### config.mk
export PLATFORM = sky130hd
export DESIGN_NAME = colour_conversion_controller_flat
export DESIGN_NICKNAME = d
export VERILOG_FILES = /design/src/rtl/colour_conversion_controller_if.sv /design/src/rtl/colour_conversion_controller.sv /design/src/flat_wrapper.sv
export SDC_FILE = /design/constraint.sdc
export NUM_CORES = 1
export LEC_CHECK = 0
export CORE_ASPECT_RATIO = 1.2
export CORE_MARGIN = 2
export CORE_UTILIZATION = 35
export DETAILED_ROUTE_END_ITERATION = 16
export RECOVER_POWER = 100
export SYNTH_ARGS = -nofsm -noshare
export SYNTH_HDL_FRONTEND = slang
export SYNTH_SLANG_ARGS = --single-unit
### constraint.sdc
create_clock -name clk -period 5.8 [get_ports clk]
set_clock_uncertainty 0.2 [all_clocks]
set_input_delay 1.45 -clock clk [delete_from_list [all_inputs] [get_ports clk]]
set_output_delay 1.45 -clock clk [all_outputs]
set_load 0.02 [all_outputs]
### src/rtl/colour_conversion_controller_if.sv
// colour_conversion_controller_if
//   Groups the signals between the frame sequencer and the surrounding
//   blocks: the start/done handshake, the single-port SRAM address and
//   write-enable, and the datapath control strobes.
//   master : the controller (drives the address/enables, reads start/eop)
//   slave  : the top level / SRAM / datapath side
//   Optional macro COLOUR_CONV_STALL_EN adds mem_gnt (memory arbitration grant).
interface colour_conversion_controller_if #(
  parameter int ADDR_W = 18
);
  logic              start;
  logic              end_of_pixel;
  logic              busy;
  logic              done;
  logic [ADDR_W-1:0] mem_addr;
  logic              mem_wen;
  logic              Yen_odd;
  logic              Yen_even;
  logic              Uen_odd;
  logic              Uen_even;
  logic              Ven_odd;
  logic              Ven_even;
  logic              Smux1;
  logic [1:0]        Smux2;
  logic              Temp_en;
  logic              Cen;
`ifdef COLOUR_CONV_STALL_EN
  logic              mem_gnt;
`endif

  modport master (
    input  start, end_of_pixel,
`ifdef COLOUR_CONV_STALL_EN
    input  mem_gnt,
`endif
    output busy, done, mem_addr, mem_wen,
    output Yen_odd, Yen_even, Uen_odd, Uen_even, Ven_odd, Ven_even,
    output Smux1, Smux2, Temp_en, Cen
  );

  modport slave (
    output start, end_of_pixel,
`ifdef COLOUR_CONV_STALL_EN
    output mem_gnt,
`endif
    input  busy, done, mem_addr, mem_wen,
    input  Yen_odd, Yen_even, Uen_odd, Uen_even, Ven_odd, Ven_even,
    input  Smux1, Smux2, Temp_en, Cen
  );
endinterface

### src/rtl/colour_conversion_controller.sv
// colour_conversion_controller
//   Frame sequencer for the YUV->RGB datapath. For each pixel pair p it
//   reads the packed Y, U, V words, steps the datapath through the R, G and
//   B computations (even pixel into Temp, then the odd pixel alongside it),
//   writes each packed result word back and bumps the datapath pair counter.
//   11 cycles per pair when memory is always granted.
// Ports:
//   clk  - clock, rising edge
//   rst  - asynchronous active-high reset
//   bus  - colour_conversion_controller_if.master: start/end_of_pixel in,
//          busy/done, mem_addr/mem_wen, datapath enables and mux selects out
// Options:
//   COLOUR_CONV_STALL_EN - memory accesses wait for bus.mem_gnt
module colour_conversion_controller #(
  parameter int ADDR_W = 18,
  parameter int PAIRS  = 38400,
  parameter int Y_BASE = 0,
  parameter int U_BASE = 38400,
  parameter int V_BASE = 76800,
  parameter int R_BASE = 115200,
  parameter int G_BASE = 153600,
  parameter int B_BASE = 192000
) (
  input  logic                          clk,
  input  logic                          rst,
  colour_conversion_controller_if.master bus
);

  localparam logic [ADDR_W-1:0] PAIRS_A = ADDR_W'(PAIRS);
  localparam logic [ADDR_W-1:0] Y_A     = ADDR_W'(Y_BASE);
  localparam logic [ADDR_W-1:0] U_A     = ADDR_W'(U_BASE);
  localparam logic [ADDR_W-1:0] V_A     = ADDR_W'(V_BASE);
  localparam logic [ADDR_W-1:0] R_A     = ADDR_W'(R_BASE);
  localparam logic [ADDR_W-1:0] G_A     = ADDR_W'(G_BASE);
  localparam logic [ADDR_W-1:0] B_A     = ADDR_W'(B_BASE);

  typedef enum logic [3:0] {
    IDLE, RD_Y, RD_U, RD_V, CAP_V,
    CALC_R, WR_R, CALC_G, WR_G, CALC_B, WR_B,
    CHECK, DONE
  } state_t;

  state_t            state, state_n;
  logic [ADDR_W-1:0] p, p_n;
  logic              gnt;   // memory access in this cycle is accepted
  logic              cap;   // read data of the previous access is on R_data

`ifdef COLOUR_CONV_STALL_EN
  // A held read state must only capture once: the SRAM returns data in the
  // cycle right after the granted address cycle, which is the first cycle
  // of the following state. fresh marks that first cycle.
  logic fresh;
  assign gnt = bus.mem_gnt;
  assign cap = fresh;

  always_ff @(posedge clk or posedge rst) begin
    if (rst) fresh <= 1'b0;
    else     fresh <= (state_n != state);
  end
`else
  assign gnt = 1'b1;
  assign cap = 1'b1;
`endif

  // state and pair index
  always_ff @(posedge clk or posedge rst) begin
    if (rst) begin
      state <= IDLE;
      p     <= '0;
    end else begin
      state <= state_n;
      p     <= p_n;
    end
  end

  // next state / pair index
  always_comb begin
    state_n = state;
    p_n     = p;
    case (state)
      IDLE:   if (bus.start) state_n = RD_Y;
      RD_Y:   if (gnt) state_n = RD_U;
      RD_U:   if (gnt) state_n = RD_V;
      RD_V:   if (gnt) state_n = CAP_V;
      CAP_V:  state_n = CALC_R;
      CALC_R: state_n = WR_R;
      WR_R:   if (gnt) state_n = CALC_G;
      CALC_G: state_n = WR_G;
      WR_G:   if (gnt) state_n = CALC_B;
      CALC_B: state_n = WR_B;
      WR_B: begin
        if (gnt) begin
          state_n = CHECK;
          p_n     = p + 1'b1;
        end
      end
      // the local count ends the frame even if the datapath flag never rises
      CHECK:  state_n = (bus.end_of_pixel || p >= PAIRS_A) ? DONE : RD_Y;
      DONE: begin
        state_n = IDLE;
        p_n     = '0;
      end
      default: state_n = IDLE;
    endcase
  end

  // Moore output decode (Cen additionally qualified by the grant when stalls exist)
  logic              busy_c, done_c, wen_c, yen_c, uen_c, ven_c;
  logic              smux1_c, temp_c, cen_c;
  logic [1:0]        smux2_c;
  logic [ADDR_W-1:0] addr_c;

  always_comb begin
    busy_c  = (state != IDLE);
    done_c  = 1'b0;
    wen_c   = 1'b0;
    yen_c   = 1'b0;
    uen_c   = 1'b0;
    ven_c   = 1'b0;
    smux1_c = 1'b0;
    smux2_c = 2'd0;
    temp_c  = 1'b0;
    cen_c   = 1'b0;
    addr_c  = '0;
    case (state)
      RD_Y:   addr_c = Y_A + p;
      RD_U: begin
        addr_c = U_A + p;
        yen_c  = cap;
      end
      RD_V: begin
        addr_c = V_A + p;
        uen_c  = cap;
      end
      CAP_V:  ven_c = cap;
      // CALC_x latches the even result into Temp; WR_x then selects the odd
      // pixel so the written word is {even, odd}.
      CALC_R: temp_c = 1'b1;
      WR_R: begin
        smux1_c = 1'b1;
        addr_c  = R_A + p;
        wen_c   = 1'b1;
      end
      CALC_G: begin
        smux2_c = 2'd1;
        temp_c  = 1'b1;
      end
      WR_G: begin
        smux1_c = 1'b1;
        smux2_c = 2'd1;
        addr_c  = G_A + p;
        wen_c   = 1'b1;
      end
      CALC_B: begin
        smux2_c = 2'd2;
        temp_c  = 1'b1;
      end
      WR_B: begin
        smux1_c = 1'b1;
        smux2_c = 2'd2;
        addr_c  = B_A + p;
        wen_c   = 1'b1;
        cen_c   = gnt;
      end
      DONE:   done_c = 1'b1;
      default: ;
    endcase
  end

  assign bus.busy     = busy_c;
  assign bus.done     = done_c;
  assign bus.mem_addr = addr_c;
  assign bus.mem_wen  = wen_c;
  assign bus.Yen_odd  = yen_c;
  assign bus.Yen_even = yen_c;
  assign bus.Uen_odd  = uen_c;
  assign bus.Uen_even = uen_c;
  assign bus.Ven_odd  = ven_c;
  assign bus.Ven_even = ven_c;
  assign bus.Smux1    = smux1_c;
  assign bus.Smux2    = smux2_c;
  assign bus.Temp_en  = temp_c;
  assign bus.Cen      = cen_c;

endmodule

### src/flat_wrapper.sv
// flat-port wrapper written by rule: the top's interface ports become plain ports
module colour_conversion_controller_flat 
#(
  parameter int ADDR_W = 18,
  parameter int PAIRS  = 38400,
  parameter int Y_BASE = 0,
  parameter int U_BASE = 38400,
  parameter int V_BASE = 76800,
  parameter int R_BASE = 115200,
  parameter int G_BASE = 153600,
  parameter int B_BASE = 192000
)
  (clk, rst, bus_start, bus_end_of_pixel, bus_busy, bus_done, bus_mem_addr, bus_mem_wen, bus_Yen_odd, bus_Yen_even, bus_Uen_odd, bus_Uen_even, bus_Ven_odd, bus_Ven_even, bus_Smux1, bus_Smux2, bus_Temp_en, bus_Cen);
  colour_conversion_controller_if #(.ADDR_W(ADDR_W)) bus_i ();
  input  logic clk;
  input  logic rst;
  input wire logic [$bits(bus_i.start)-1:0] bus_start;
  input wire logic [$bits(bus_i.end_of_pixel)-1:0] bus_end_of_pixel;
  output wire logic [$bits(bus_i.busy)-1:0] bus_busy;
  output wire logic [$bits(bus_i.done)-1:0] bus_done;
  output wire logic [$bits(bus_i.mem_addr)-1:0] bus_mem_addr;
  output wire logic [$bits(bus_i.mem_wen)-1:0] bus_mem_wen;
  output wire logic [$bits(bus_i.Yen_odd)-1:0] bus_Yen_odd;
  output wire logic [$bits(bus_i.Yen_even)-1:0] bus_Yen_even;
  output wire logic [$bits(bus_i.Uen_odd)-1:0] bus_Uen_odd;
  output wire logic [$bits(bus_i.Uen_even)-1:0] bus_Uen_even;
  output wire logic [$bits(bus_i.Ven_odd)-1:0] bus_Ven_odd;
  output wire logic [$bits(bus_i.Ven_even)-1:0] bus_Ven_even;
  output wire logic [$bits(bus_i.Smux1)-1:0] bus_Smux1;
  output wire logic [$bits(bus_i.Smux2)-1:0] bus_Smux2;
  output wire logic [$bits(bus_i.Temp_en)-1:0] bus_Temp_en;
  output wire logic [$bits(bus_i.Cen)-1:0] bus_Cen;
  assign bus_i.start = bus_start;
  assign bus_i.end_of_pixel = bus_end_of_pixel;
  assign bus_busy = bus_i.busy;
  assign bus_done = bus_i.done;
  assign bus_mem_addr = bus_i.mem_addr;
  assign bus_mem_wen = bus_i.mem_wen;
  assign bus_Yen_odd = bus_i.Yen_odd;
  assign bus_Yen_even = bus_i.Yen_even;
  assign bus_Uen_odd = bus_i.Uen_odd;
  assign bus_Uen_even = bus_i.Uen_even;
  assign bus_Ven_odd = bus_i.Ven_odd;
  assign bus_Ven_even = bus_i.Ven_even;
  assign bus_Smux1 = bus_i.Smux1;
  assign bus_Smux2 = bus_i.Smux2;
  assign bus_Temp_en = bus_i.Temp_en;
  assign bus_Cen = bus_i.Cen;
  colour_conversion_controller #(.ADDR_W(ADDR_W), .PAIRS(PAIRS), .Y_BASE(Y_BASE), .U_BASE(U_BASE), .V_BASE(V_BASE), .R_BASE(R_BASE), .G_BASE(G_BASE), .B_BASE(B_BASE)) u_core (.clk(clk), .rst(rst), .bus(bus_i));
endmodule
==> metrics.md <==
| Metric | Value |
|---|---|
| Status | `finished clean` |
| Number of flip-flops and latches in the synthesized netlist | `22` |
| CTS H-tree depth | `1` |
| Time the worst path needs with I/O delays and setup | `5.30 ns` |
| All-Layer GR Usage | `17.0%` |
| Post-layout instance area | `2670 um2` |
| Synth top cells by count | `nor2_1 (33), nand2_1 (25), dfrtp_1 (22)` |
| Number of DRC violations after detailed-routing iteration 0 | `223` |
| Antenna Violating Nets Remaining | `0` |
| Drt pass-1 iters | `4` |
| RSZ-0062 raised after global routing | `false` |
| Net Count, Synth | `310` |
| Leading area contributor after synthesis | `dfrtp_1` |
| Post-Syn Instances | `292` |
| Total core area | `6330 um2` |
| Static leakage | `1.23 nW` |
| CP arrival | `3.65 ns` |
| Distinct cells, synth | `58` |
| Worst min-delay path class | `flip-flop to flip-flop` |
| Depth of the critical timing path with buffers and inverters included | `8` |
| Final HPWL from detailed placement | `4370 um` |
| Commonest register cell after synthesis | `dfrtp_1` |
| Pins Over Slew Limit | `0` |
| Cell types occupying the most area after synthesis | `dfrtp_1 (24%), ha_1 (7.2%), xnor2_1 (5.8%), nor2_1 (5.5%), nand2_1 (4.2%)` |
| Synth Warn # | `0` |
| Core Rows | `32` |
| Drt drc | `0` |
| Fraction of layout cells with a size suffix above 1 | `4.18%` |
| Global placer's final weighted congestion | `0.853` |
| Post-route fraction of the period consumed by the critical path | `91.4%` |
| Skew-Pair Late Insertion Delay | `0.26 ns` |
| Horizontal die dimension | `77.4 um` |
| Post-synthesis instance area | `2260 um2` |
| Instance count along the most critical hold path | `2` |
| Clock tree root driver cell | `clkbuf_8` |
| Remaining global-route overflow | `0` |
| Number of filler instances in the final layout | `675` |
| Die span in y | `92.0 um` |
| First-pass GRT wire length | `10100 um` |
| Crit path largest cell delay | `0.72 ns` |
| Number of flops mapped to enable cells by yosys | `0` |
| Share of synthesized flip-flops with an asynchronous set or reset | `100%` |
| Count of inserted antenna diode cells | `0` |
| Worst r2r path cells | `5` |
| Count of endpoints failing hold in the final timing report | `0` |
| Effective utilization at floorplan | `35.7%` |
| Clock tree buffer depth | `2` |
| Slew of the pin with the lowest slew margin | `0.996 ns` |
| Final-stage net count | `330` |
| Post-CTS Setup Inserts | `0` |
| Routed wirelength normalized by instance count | `14.9 um` |
| Number of failing setup endpoints in the final timing report | `0` |
| Instance area at placement | `2620 um2` |
| Clock sink total | `22` |
| MaxCap Viol Count | `0` |
| Total via count after detailed routing | `2135` |
| Antenna violations before repair | `0` |
| Final wirelength | `5890 um` |
| Slew headroom | `32.9%` |
| Cell at the slowest stage of the critical path | `dfrtp_1` |
| Critical-path cell list | `and4bb_1, ha_1, nand2b_1, a221oi_1, a2111o_1, mux2_1, nand3_1, dlygate4sd3_1` |
| Part of the Yosys area used for sequential elements | `24.4%` |
| Cell with the most instances after synthesis | `nor2_1` |
| Die outline area | `7120 um2` |
| Maximum VDD drop | `0.000225 V` |
| Req. time, crit path | `4.15 ns` |
| Average cell area after synthesis | `7.74 um2` |
| CTS tree | `done` |
| Achievable frequency | `189 MHz` |
| Share of the synthesized area in the top cell type | `24.4%` |
| Largest net degree at the start of global routing | `23` |
| Setup TNS after final layout | `0 ns` |
| Area growth syn-to-layout | `18.1%` |
| Via count of the first global-routing pass | `1985` |
| Count of buffers inserted at the top-level ports | `35` |
| Number of top-level pins | `36` |
| Power density over the cells | `340 nW/um2` |
| Via density per instance | `5.39` |
| Hold buffers post-CTS | `0` |
| Clock buffer count from CTS | `3` |
| Kind of cell with the highest combined delay on the critical path | `simple AND/OR/NAND/NOR gates` |
| Kind of launch point of the worst setup path | `flip-flop` |
| Maximum fanout encountered on the critical timing path | `20` |
| Post-cts sizing count | `0` |
| Type of the setup path with the least slack | `flip-flop to output pin` |
| Crit path buffers/inverters | `1` |
| Type of destination of the critical path | `output pin` |
| Clock transition at the register clock pins on the worst setup and hold paths after CTS | `0.08 ns` |
## power breakdown
group / total (mW) / internal (mW) / switching (mW)
Clock: 0.110 / 0.0605 / 0.0493
Sequential: 0.237 / 0.172 / 0.0651
Combinational: 0.561 / 0.226 / 0.335
## cell usage in the layout (no fill, tap or decap), types with 4 or more instances in the layout
cell type / n
nand2_1: 25
o21ai_0: 13
dlygate4sd3_1: 32
and3_1: 4
nand3_1: 12
dfrtp_1: 22
o221ai_1: 4
xor2_1: 10
clkbuf_8: 4
o211ai_1: 4
ha_1: 13
nor2_1: 33
a21oi_1: 15
nor3_1: 5
xnor2_1: 15
nand2b_1: 6
inv_1: 16
nor2b_1: 14
## sequential cells by signal (all words and copies together) (netlist names)
| name | flops |
|---|---|
| u_core.p | 18 |
| u_core.state | 4 |
## metrics by stage
stage	instances	total power, mW	hold slack [ns]	util (%)	worst slack, ns
floorplan	292	0.626	0.311	-	1.53
detailed placement	392	0.832	0.354	41.4	0.895
global route	396	0.982	0.426	42.2	0.306
CTS	396	0.945	0.373	42.3	0.587
global placement	392	0.833	0.345	41.4	0.965
finish	396	0.908	0.379	42.2	0.498
## logic make-up after synthesis
| logic type | synth area share [%] |
|---|---|
| DFF | 24.4 |
| buffers and inverters | 7.75 |
| adders and majority gates | 8.53 |
| xor gates and xnor gates | 9.69 |
| and+or+nand+nor | 27.0 |
| AOI/OAI and AO/OA | 20.3 |
| muxes | 2.38 |
## layout make-up
class	count	area, um2	area share, %
Inverter	17	63.8	2.39
Tap cell	85	106	3.99
Timing Repair Buffer	37	365	13.7
Multi-Input combinational cell	231	1530	57.2
Sequential cell	22	551	20.6
Clock buffer	4	55.1	2.06
## layer usage
metal | routed length (um) | up-vias | track usage [%] | part of all wire [%]
met5 | 0 | - | 0 | 0
met4 | 129 | 0 | 5.80 | 2.2
met3 | 255 | 10 | 1.57 | 4.3
met2 | 2820 | 58 | 27.2 | 48
met1 | 2690 | 1001 | 24.0 | 46
li1 | - | 1066 | - | -
## worst paths after layout
| path | start | endpoint | slack, ns |
|---|---|---|---|
| max | u_core.state[1]$_DFFE_PP0P_ | bus_mem_addr[15] | 0.50 |
| min | u_core.p[5]$_DFFE_PP0P_ | u_core.p[5]$_DFFE_PP0P_ | 0.38 |
| max reg2reg | u_core.state[1]$_DFFE_PP0P_ | u_core.p[16]$_DFFE_PP0P_ | 3.10 |
| min reg2reg | u_core.p[5]$_DFFE_PP0P_ | u_core.p[5]$_DFFE_PP0P_ | 0.38 |
| max in group asynchronous | rst | u_core.p[10]$_DFFE_PP0P_ | 3.26 |
| min in group asynchronous | rst | u_core.p[11]$_DFFE_PP0P_ | 1.61 |
## worst reg2reg max path, stage by stage (launching register included)
cell      delay (ns)
dfrtp_1         0.72
and4bb_1        0.54
and2_0          0.46
nand3_1         0.20
or4_1           0.42
o21ai_0         0.08
Note: power is estimated with default switching activity, not from simulation.
